--- config.mk ---
export PLATFORM = sky130hd
export DESIGN_NAME = button_conditioner
export DESIGN_NICKNAME = d
export VERILOG_FILES = /design/src/rtl/button_conditioner.sv
export SDC_FILE = /design/constraint.sdc
export NUM_CORES = 1
export LEC_CHECK = 0
export CAP_MARGIN = 0
export CORE_MARGIN = 5
export CORE_UTILIZATION = 45
export DETAILED_ROUTE_END_ITERATION = 10
export PLACE_DENSITY_LB_ADDON = 0.25
export SLEW_MARGIN = 5
export SYNTH_ARGS = -nofsm -noshare
export SYNTH_HDL_FRONTEND = slang
export SYNTH_SLANG_ARGS = --single-unit
--- constraint.sdc ---
create_clock -name clk -period 5.4 [get_ports clk]
set_clock_uncertainty 0.2 [all_clocks]
set_input_delay 0.54 -clock clk [delete_from_list [all_inputs] [get_ports clk]]
set_output_delay 0.54 -clock clk [all_outputs]
set_load 0.005 [all_outputs]
--- src/rtl/button_conditioner.sv ---
// Debounced, play-mode-gated pushbutton conditioner for left/right/shoot controls.
// Optional shoot auto-repeat is compiled in when BUTTON_AUTOFIRE_EN is defined.

module button_debounce #(
   parameter logic [19:0] DEBOUNCE_CYCLES = 20'd500000
) (
   input  logic clk,
   input  logic rst,
   input  logic raw_i,
   output logic level_o,
`ifdef BUTTON_AUTOFIRE_EN
   output logic held_o,
`endif
   output logic press_o
);

   typedef enum logic [1:0] {
      IDLE         = 2'd0,
      PRESS_WAIT   = 2'd1,
      HELD         = 2'd2,
      RELEASE_WAIT = 2'd3
   } state_e;

   state_e      state_q, state_d;
   logic [1:0]  sync_q;
   logic        sync;
   logic [19:0] cnt_q, cnt_d;
   logic [19:0] cnt_inc;
   logic        cnt_done;

   always_ff @(posedge clk or negedge rst) begin
      if (!rst) begin
         sync_q <= '0;
      end else begin
         sync_q <= {sync_q[0], raw_i};
      end
   end

   assign sync = sync_q[1];

   // The count includes the cycle in which the new level was first seen.
   assign cnt_inc  = (cnt_q >= DEBOUNCE_CYCLES) ? cnt_q : cnt_q + 20'd1;
   assign cnt_done = (cnt_inc >= DEBOUNCE_CYCLES);

   always_ff @(posedge clk or negedge rst) begin
      if (!rst) begin
         state_q <= IDLE;
         cnt_q   <= '0;
      end else begin
         state_q <= state_d;
         cnt_q   <= cnt_d;
      end
   end

   always_comb begin
      state_d = state_q;
      cnt_d   = cnt_q;
      case (state_q)
         IDLE: begin
            if (sync) begin
               state_d = PRESS_WAIT;
               cnt_d   = 20'd1;
            end
         end
         PRESS_WAIT: begin
            if (!sync) begin
               state_d = IDLE;
               cnt_d   = '0;
            end else if (cnt_done) begin
               state_d = HELD;
               cnt_d   = '0;
            end else begin
               cnt_d   = cnt_inc;
            end
         end
         HELD: begin
            if (!sync) begin
               state_d = RELEASE_WAIT;
               cnt_d   = 20'd1;
            end
         end
         RELEASE_WAIT: begin
            if (sync) begin
               state_d = HELD;
               cnt_d   = '0;
            end else if (cnt_done) begin
               state_d = IDLE;
               cnt_d   = '0;
            end else begin
               cnt_d   = cnt_inc;
            end
         end
         default: begin
            state_d = IDLE;
            cnt_d   = '0;
         end
      endcase
   end

   always_comb begin
      level_o = (state_q == HELD) || (state_q == RELEASE_WAIT);
      press_o = (state_q == PRESS_WAIT) && (state_d == HELD);
`ifdef BUTTON_AUTOFIRE_EN
      held_o  = (state_q == HELD);
`endif
   end

endmodule

module button_conditioner #(
   parameter logic [19:0] DEBOUNCE_CYCLES = 20'd500000,
   parameter logic [25:0] AUTOFIRE_CYCLES = 26'd25000000
) (
   input  logic        clk,
   input  logic        rst,
   input  logic        btn_left_raw,
   input  logic        btn_right_raw,
   input  logic        btn_shoot_raw,
   input  logic [1:0]  mode,
   input  logic [10:0] xCoord,
   input  logic [9:0]  yCoord,
   output logic        button_left,
   output logic        button_right,
   output logic        button_shoot
);

   logic left_lvl, right_lvl, shoot_lvl;
   logic left_press, right_press, shoot_press;
   logic play, frame_start, fire;
   logic left_q, left_d, right_q, right_d;
   logic pending_q, pending_d;

   button_debounce #(.DEBOUNCE_CYCLES(DEBOUNCE_CYCLES)) u_left (
      .clk     (clk),
      .rst     (rst),
      .raw_i   (btn_left_raw),
      .level_o (left_lvl),
`ifdef BUTTON_AUTOFIRE_EN
      .held_o  (),
`endif
      .press_o (left_press)
   );

   button_debounce #(.DEBOUNCE_CYCLES(DEBOUNCE_CYCLES)) u_right (
      .clk     (clk),
      .rst     (rst),
      .raw_i   (btn_right_raw),
      .level_o (right_lvl),
`ifdef BUTTON_AUTOFIRE_EN
      .held_o  (),
`endif
      .press_o (right_press)
   );

`ifdef BUTTON_AUTOFIRE_EN
   logic        shoot_held;
   logic        af_fire;
   logic [25:0] af_cnt_q, af_cnt_d;
`endif

   button_debounce #(.DEBOUNCE_CYCLES(DEBOUNCE_CYCLES)) u_shoot (
      .clk     (clk),
      .rst     (rst),
      .raw_i   (btn_shoot_raw),
      .level_o (shoot_lvl),
`ifdef BUTTON_AUTOFIRE_EN
      .held_o  (shoot_held),
`endif
      .press_o (shoot_press)
   );

   assign play        = (mode == 2'd2);
   assign frame_start = (xCoord == '0) && (yCoord == '0);

`ifdef BUTTON_AUTOFIRE_EN
   // Counter restarts at each repeat so requests are AUTOFIRE_CYCLES apart.
   always_comb begin
      af_cnt_d = '0;
      af_fire  = 1'b0;
      if (shoot_held && play) begin
         if (af_cnt_q >= AUTOFIRE_CYCLES - 26'd1) begin
            af_fire  = 1'b1;
         end else begin
            af_cnt_d = af_cnt_q + 26'd1;
         end
      end
   end

   always_ff @(posedge clk or negedge rst) begin
      if (!rst) begin
         af_cnt_q <= '0;
      end else begin
         af_cnt_q <= af_cnt_d;
      end
   end

   assign fire = shoot_press | af_fire;
`else
   assign fire = shoot_press;
`endif

   // A request arriving on the consuming frame_start is dropped only if one is already pending.
   always_comb begin
      pending_d = pending_q;
      if (!play) begin
         pending_d = 1'b0;
      end else if (frame_start && pending_q) begin
         pending_d = 1'b0;
      end else if (fire) begin
         pending_d = 1'b1;
      end
   end

   always_comb begin
      left_d  = left_lvl  & play & ~right_lvl;
      right_d = right_lvl & play & ~left_lvl;
   end

   always_ff @(posedge clk or negedge rst) begin
      if (!rst) begin
         left_q    <= 1'b0;
         right_q   <= 1'b0;
         pending_q <= 1'b0;
      end else begin
         left_q    <= left_d;
         right_q   <= right_d;
         pending_q <= pending_d;
      end
   end

   assign button_left  = left_q;
   assign button_right = right_q;
   assign button_shoot = pending_q;

   logic unused_ok;
   assign unused_ok = &{1'b0, left_press, right_press, shoot_lvl};

endmodule

### After elaboration in Yosys (flattened, before gate mapping)

Cells that the tools add are included.

* register bits: 75
* input bits: 28
* word-level logic and storage cells: 109

* $add $sub $neg: 3
* $lt $le $gt $ge: 6
* equality and inequality tests: 22
* mux-type cells: 45
* bitwise logic cells: 6
* reduce and logical (&&, ||, !) cells: 15

Operators by type and width (count)
* 20-bit two-way mux: 18
* 20-bit case mux with 4 select lines: 3
* 20-bit by 19-bit >= comparator with 1-bit output, second input constant: 6
* 20-bit by 1-bit adder with 20-bit output, second input constant: 3
* 2-bit two-way mux: 18
* 2-bit case mux with 4 select lines: 3
* 2-bit equality test, second input constant: 8
* 11-bit logical NOT: 1
* 10-bit logical NOT: 1
* 3-bit by 1-bit inequality test with 1-bit output, second input constant: 3
* 4-bit AND reduction: 2
* 2-bit by 1-bit equality test with 1-bit output, second input constant: 3
* 2-bit logical NOT: 3
* 2-bit by 1-bit inequality test with 1-bit output, second input constant: 3
* 2-bit inequality test, second input constant: 3
* 3-bit inequality test, second input constant: 2
* 2-bit AND reduction: 3
* 1-bit AND: 4
* 1-bit logical AND: 3
* 1-bit two-way mux: 3
* 1-bit logical OR: 2
* 1-bit NOT: 2

### Longest topological paths before layout

* depth after elaboration: 11
* gate-level depth with buffers: 11
* depth with buffers taken out: 9

### Cells and area by module

A second synthesis with hierarchy kept.

* cell total of the unflattened synthesis: 582
* area, all modules: 5261.3 µm²

By module, submodules not included
* button_debounce: instances 3, cells an instance 189, area each 1701.6 µm², sequential area each 600.6 µm²
* button_conditioner: instances 1, cells an instance 15, area each 156.4 µm², sequential area each 75.1 µm²

### Worst setup path before layout

No wires, ideal clock.

* path kind: flip-flop to flip-flop
* start: reg u_right.cnt_q[14]
* end: reg u_right.cnt_q[17]
* arrival: 2.976 ns
* slack: 2.100 ns
* cell stages (with the launch flop): 12
* path buffers: 3
* clock period less this slack: 3.300 ns
* cell sequence: dfrtp_1 -> buf_6 -> nor4_4 -> a311oi_2 -> or4_1 -> clkbuf_1 -> or3_4 -> a2111oi_4 -> o21a_4 -> buf_6 -> nor3_1 -> a211o_1

* word-level cells in the longest chain between the ends: 6
* elaborated cells between the ends (all ways): 8

RTL lines
* from (decl): line 27 `logic [19:0] cnt_q, cnt_d;`
* from (signal assigned): line 51 `cnt_q <= cnt_d;`
* 20-bit by 1-bit adder with 20-bit output or 20-bit by 19-bit >= comparator with 1-bit output (tied branches): line 42 `assign cnt_inc = (cnt_q >= DEBOUNCE_CYCLES) ? cnt_q : cnt_q + 20'd1;`
* 20-bit two-way mux *: line 42
* 20-bit by 19-bit >= comparator with 1-bit output: line 43 `assign cnt_done = (cnt_inc >= DEBOUNCE_CYCLES);`
* 20-bit two-way mux *: line 69, 86
* 20-bit two-way mux, on equally long branches: line 83, 66
* 20-bit case mux with 4 select lines *: line 58 `case (state_q)`

Mark *: on every way between the ends. The rest lies on a longest branch, timed or not.
A chain may end at the register's enable or synchronous reset.

### Final worst setup path

* start: reg u_right.cnt_q[14]
* end: reg u_right.cnt_q[7]

The elaborated chain is that of the path after synthesis.

==> impl_metrics.env <==
export IMPL_synth_simple_area_share=0.287
export IMPL_clock_latency_ns=0.35
export IMPL_comb_power_share=0.143
export IMPL_maxCapViolations=0
export IMPL_fin_total_pwr_uw=1500
export IMPL_syn_area_sq_um=5110
export IMPL_whs_ns=0.145
export IMPL_async_flop_share=1.00
export IMPL_tightest_slew_ns=1.28
export IMPL_cts_sinks=75
export IMPL_cts_htree_levels=3
export IMPL_seqCellArea_sq_um=1880
export IMPL_finalCritPeriodShare=0.695
export IMPL_hold_viol=0
export IMPL_cp_max_fo=15
export IMPL_cts_setup_buffers=0
export IMPL_antenna_cells=0
export IMPL_synth_cells=607
export IMPL_start_kind="flop"
export IMPL_end_kind="flop"
export IMPL_tns_ns=0
export IMPL_synth_seq_area_share=0.367
export IMPL_slew_headroom=0.143
export IMPL_cts_root_buffer="clkbuf_16"
export IMPL_multi_input_area_sq_um=2970
export IMPL_dr_pass1_iters=5
export IMPL_synth_edff_count=0
export IMPL_synth_compound_area_share=0.244
export IMPL_core_sq_um=11300
export IMPL_vias=4817
export IMPL_hold_path_class="flop to flop"
export IMPL_nNetsFinal=646
export IMPL_clockPowerShare=0.437
export IMPL_pwr_density_cell_nw_per_um2=261
export IMPL_rsz0062_at_grt="false"
export IMPL_finalWirelength_mm=12.8
export IMPL_fin_crit_ns=3.75
export IMPL_status="complete, no violations"
export IMPL_clk_pin_slew_ns=0.06
export IMPL_p_sw_frac=0.283
export IMPL_die_h_um=117
export IMPL_antenna_found_initial=0
export IMPL_io_buffer_count=30
export IMPL_cts_tree="yes"
export IMPL_ctsHoldBuffers=0
export IMPL_grt_usage=0.199
export IMPL_fillCellCount=1068
export IMPL_maxSlewViolCount=0
export IMPL_synthesis_nets=641
export IMPL_p_leak_uw=0.00225
export IMPL_grt_pass1_wl_mm=21.9
export IMPL_drive_above_1_share=0.0665
export IMPL_setup_violations_final=0
export IMPL_overflow=0
export IMPL_fmax_ghz=0.267
export IMPL_synth_xor_area_frac=0.0205
export IMPL_grt_max_degree=76
export IMPL_grt_pass1_vias=4561
export IMPL_cts_buffer_depth=2
export IMPL_drt_initial_drc_count=435
export IMPL_postCtsResizedCells=0
export IMPL_synth_seq_cells=75
export IMPL_muxShareOfSynthArea=0.0149
export IMPL_synth_adder_area_share=0.0147
export IMPL_die_area_sq_um=13600
export IMPL_syn_avg_cell_area_sq_um=8.43
export IMPL_p_switching_uw=425
export IMPL_area_delta_synth_final_pct=12.6
export IMPL_wl_per_cell_um=16.9
export IMPL_cp_arrival_ns=3.78
export IMPL_synthDistinctLibCells=71
export IMPL_start_util=0.454
export IMPL_gp_congestion=0.948
export IMPL_synth_area_leader_cell="dfrtp_1"
export IMPL_die_x_um=117
export IMPL_synth_top_family_by_area="simple AND/OR/NAND/NOR gates"
export IMPL_rows=39
export IMPL_ant_nets=0
export IMPL_critPathKind="flop to flop"
export IMPL_max_vdd_ir_drop_v=0.000162
export IMPL_internal_power_uw=1080
export IMPL_route_detailed_drc=0
export IMPL_synth_area_leaders="dfrtp_1 (37%), nand2_1 (5.2%), nor2_1 (3.7%)"
export IMPL_ys_flop_type="dfrtp_1"
export IMPL_yosys_area_top_type_share=0.367
export IMPL_hpwlAfterDp_mm=8.82
export IMPL_yosys_warnings=0
export IMPL_worst_ep_required_time_ns=5.43
export IMPL_pin_count=31
export IMPL_cts_made_buffers=9
export IMPL_seqPwrFrac=0.419
export IMPL_vias_per_cell=6.34
sequential cells by signal, summed over array words and instances (netlist names), named ones only:
signal,cells
button_left,1
button_right,1
button_shoot,1
u_left.cnt_q,20
u_left.state_q,1
u_left.sync_q,2
u_right.cnt_q,20
u_right.state_q,1
u_right.sync_q,2
u_shoot.cnt_q,20
u_shoot.state_q,2
u_shoot.sync_q,2
stage by stage:
stage / area, sq um / worst slack (ns) / std cells / util
floorplan: 5110 / 2.10 / 607 / -
global placement: 5440 / 1.78 / 744 / 0.483
detailed placement: 5440 / 1.72 / 744 / 0.483
CTS: 5760 / 1.71 / 760 / 0.511
global route: 5760 / 1.44 / 760 / 0.511
finish: 5760 / 1.65 / 760 / 0.511
final timing paths:
kind,from,end,slack (ns),cells after the start
max,u_right.cnt_q[14]$_DFFE_PN0P_,u_right.cnt_q[7]$_DFFE_PN0P_,1.65,8
min,u_left.sync_q[0]$_DFF_PN0_,u_left.sync_q[1]$_DFF_PN0_,0.14,0
max reg2reg,u_right.cnt_q[14]$_DFFE_PN0P_,u_right.cnt_q[7]$_DFFE_PN0P_,1.65,8
min reg2reg,u_left.sync_q[0]$_DFF_PN0_,u_left.sync_q[1]$_DFF_PN0_,0.14,0
max in group asynchronous,rst,u_shoot.cnt_q[0]$_DFFE_PN0P_,4.23,1
min in group asynchronous,rst,u_left.cnt_q[7]$_DFFE_PN0P_,0.15,1
final cells by class:
| cell class | count | share of cell area |
|---|---|---|
| clock buffer | 9 | 0.0391 |
| sequential | 75 | 0.326 |
| clock inverter | 7 | 0.0159 |
| timing repair buffer | 33 | 0.0556 |
| tap | 143 | 0.0311 |
| multi-input combinational | 468 | 0.516 |
| inverter | 25 | 0.0163 |
routing by layer:
layer | share of wire | GRT usage | vias up
li1 | - | - | 2305
met1 | 0.46 | 0.269 | 2337
met2 | 0.46 | 0.317 | 158
met3 | 0.059 | 0.0425 | 17
met4 | 0.018 | 0.0719 | 0
met5 | 0 | 0 | -
worst max-delay path, stage by stage (launching register included):
cell and delay (ns):
dfrtp_1 0.51, nor4_4 0.36, a311oi_2 0.22, or4_1 0.70
or3_4 0.40, a2111oi_4 0.40, o21a_4 0.31, nor2_1 0.20
a221o_1 0.34
placed cells by master (no fill, tap or decap), types with 5 or more instances in the layout:
cell | synthesis | routed
o21bai_1 | 5 | 5
and2_1 | 12 | 12
nand2b_1 | 6 | 6
nand2_1 | 71 | 71
a21boi_0 | 9 | 9
and3_1 | 13 | 13
o2bb2ai_1 | 6 | 6
nor4_1 | 20 | 20
o22a_1 | 10 | 10
xnor2_1 | 9 | 9
nand3_1 | 28 | 28
ha_1 | 6 | 6
clkbuf_16 | 0 | 9
a21oi_1 | 17 | 17
clkdlybuf4s50_1 | 0 | 29
dfrtp_1 | 75 | 75
a221o_1 | 15 | 15
a21o_1 | 6 | 6
nand4_1 | 14 | 14
or3_1 | 5 | 5
a211o_1 | 5 | 5
or4_1 | 9 | 9
nor2_1 | 50 | 50
a31oi_1 | 12 | 12
o21ai_0 | 20 | 20
o211ai_1 | 6 | 6
nor3_1 | 27 | 27
o31ai_1 | 5 | 5
inv_1 | 25 | 25
or2_2 | 5 | 5
kinds of logic (layout without fill, tap and decap cells):
| kind of cell | count (synthesis) | after routing |
|---|---|---|
| fa+ha+maj | 6 | 6 |
| buf+inv | 64 | 74 |
| compound gates | 161 | 161 |
| xor+xnor | 12 | 12 |
| flops | 75 | 75 |
| simple gates | 282 | 282 |
| mux | 7 | 7 |
cells in the mapped netlist (10+ instances only):
cell type,instances
nand2_1,71
o22a_1,10
inv_1,25
and2_1,12
nor3_1,27
clkbuf_1,30
nand3_1,28
o21ai_0,20
nand4_1,14
dfrtp_1,75
a21oi_1,17
and3_1,13
nor4_1,20
nor2_1,50
a221o_1,15
a31oi_1,12
power by group through the flow:
stage	logic [uW]	registers [uW]	clock network [uW]
after detailed placement	218	641	0
after global routing	249	637	687
after floorplan	158	624	0
final	215	631	657
after global placement	210	638	0
after CTS	219	631	669
Power figures use the tool's default switching activity.
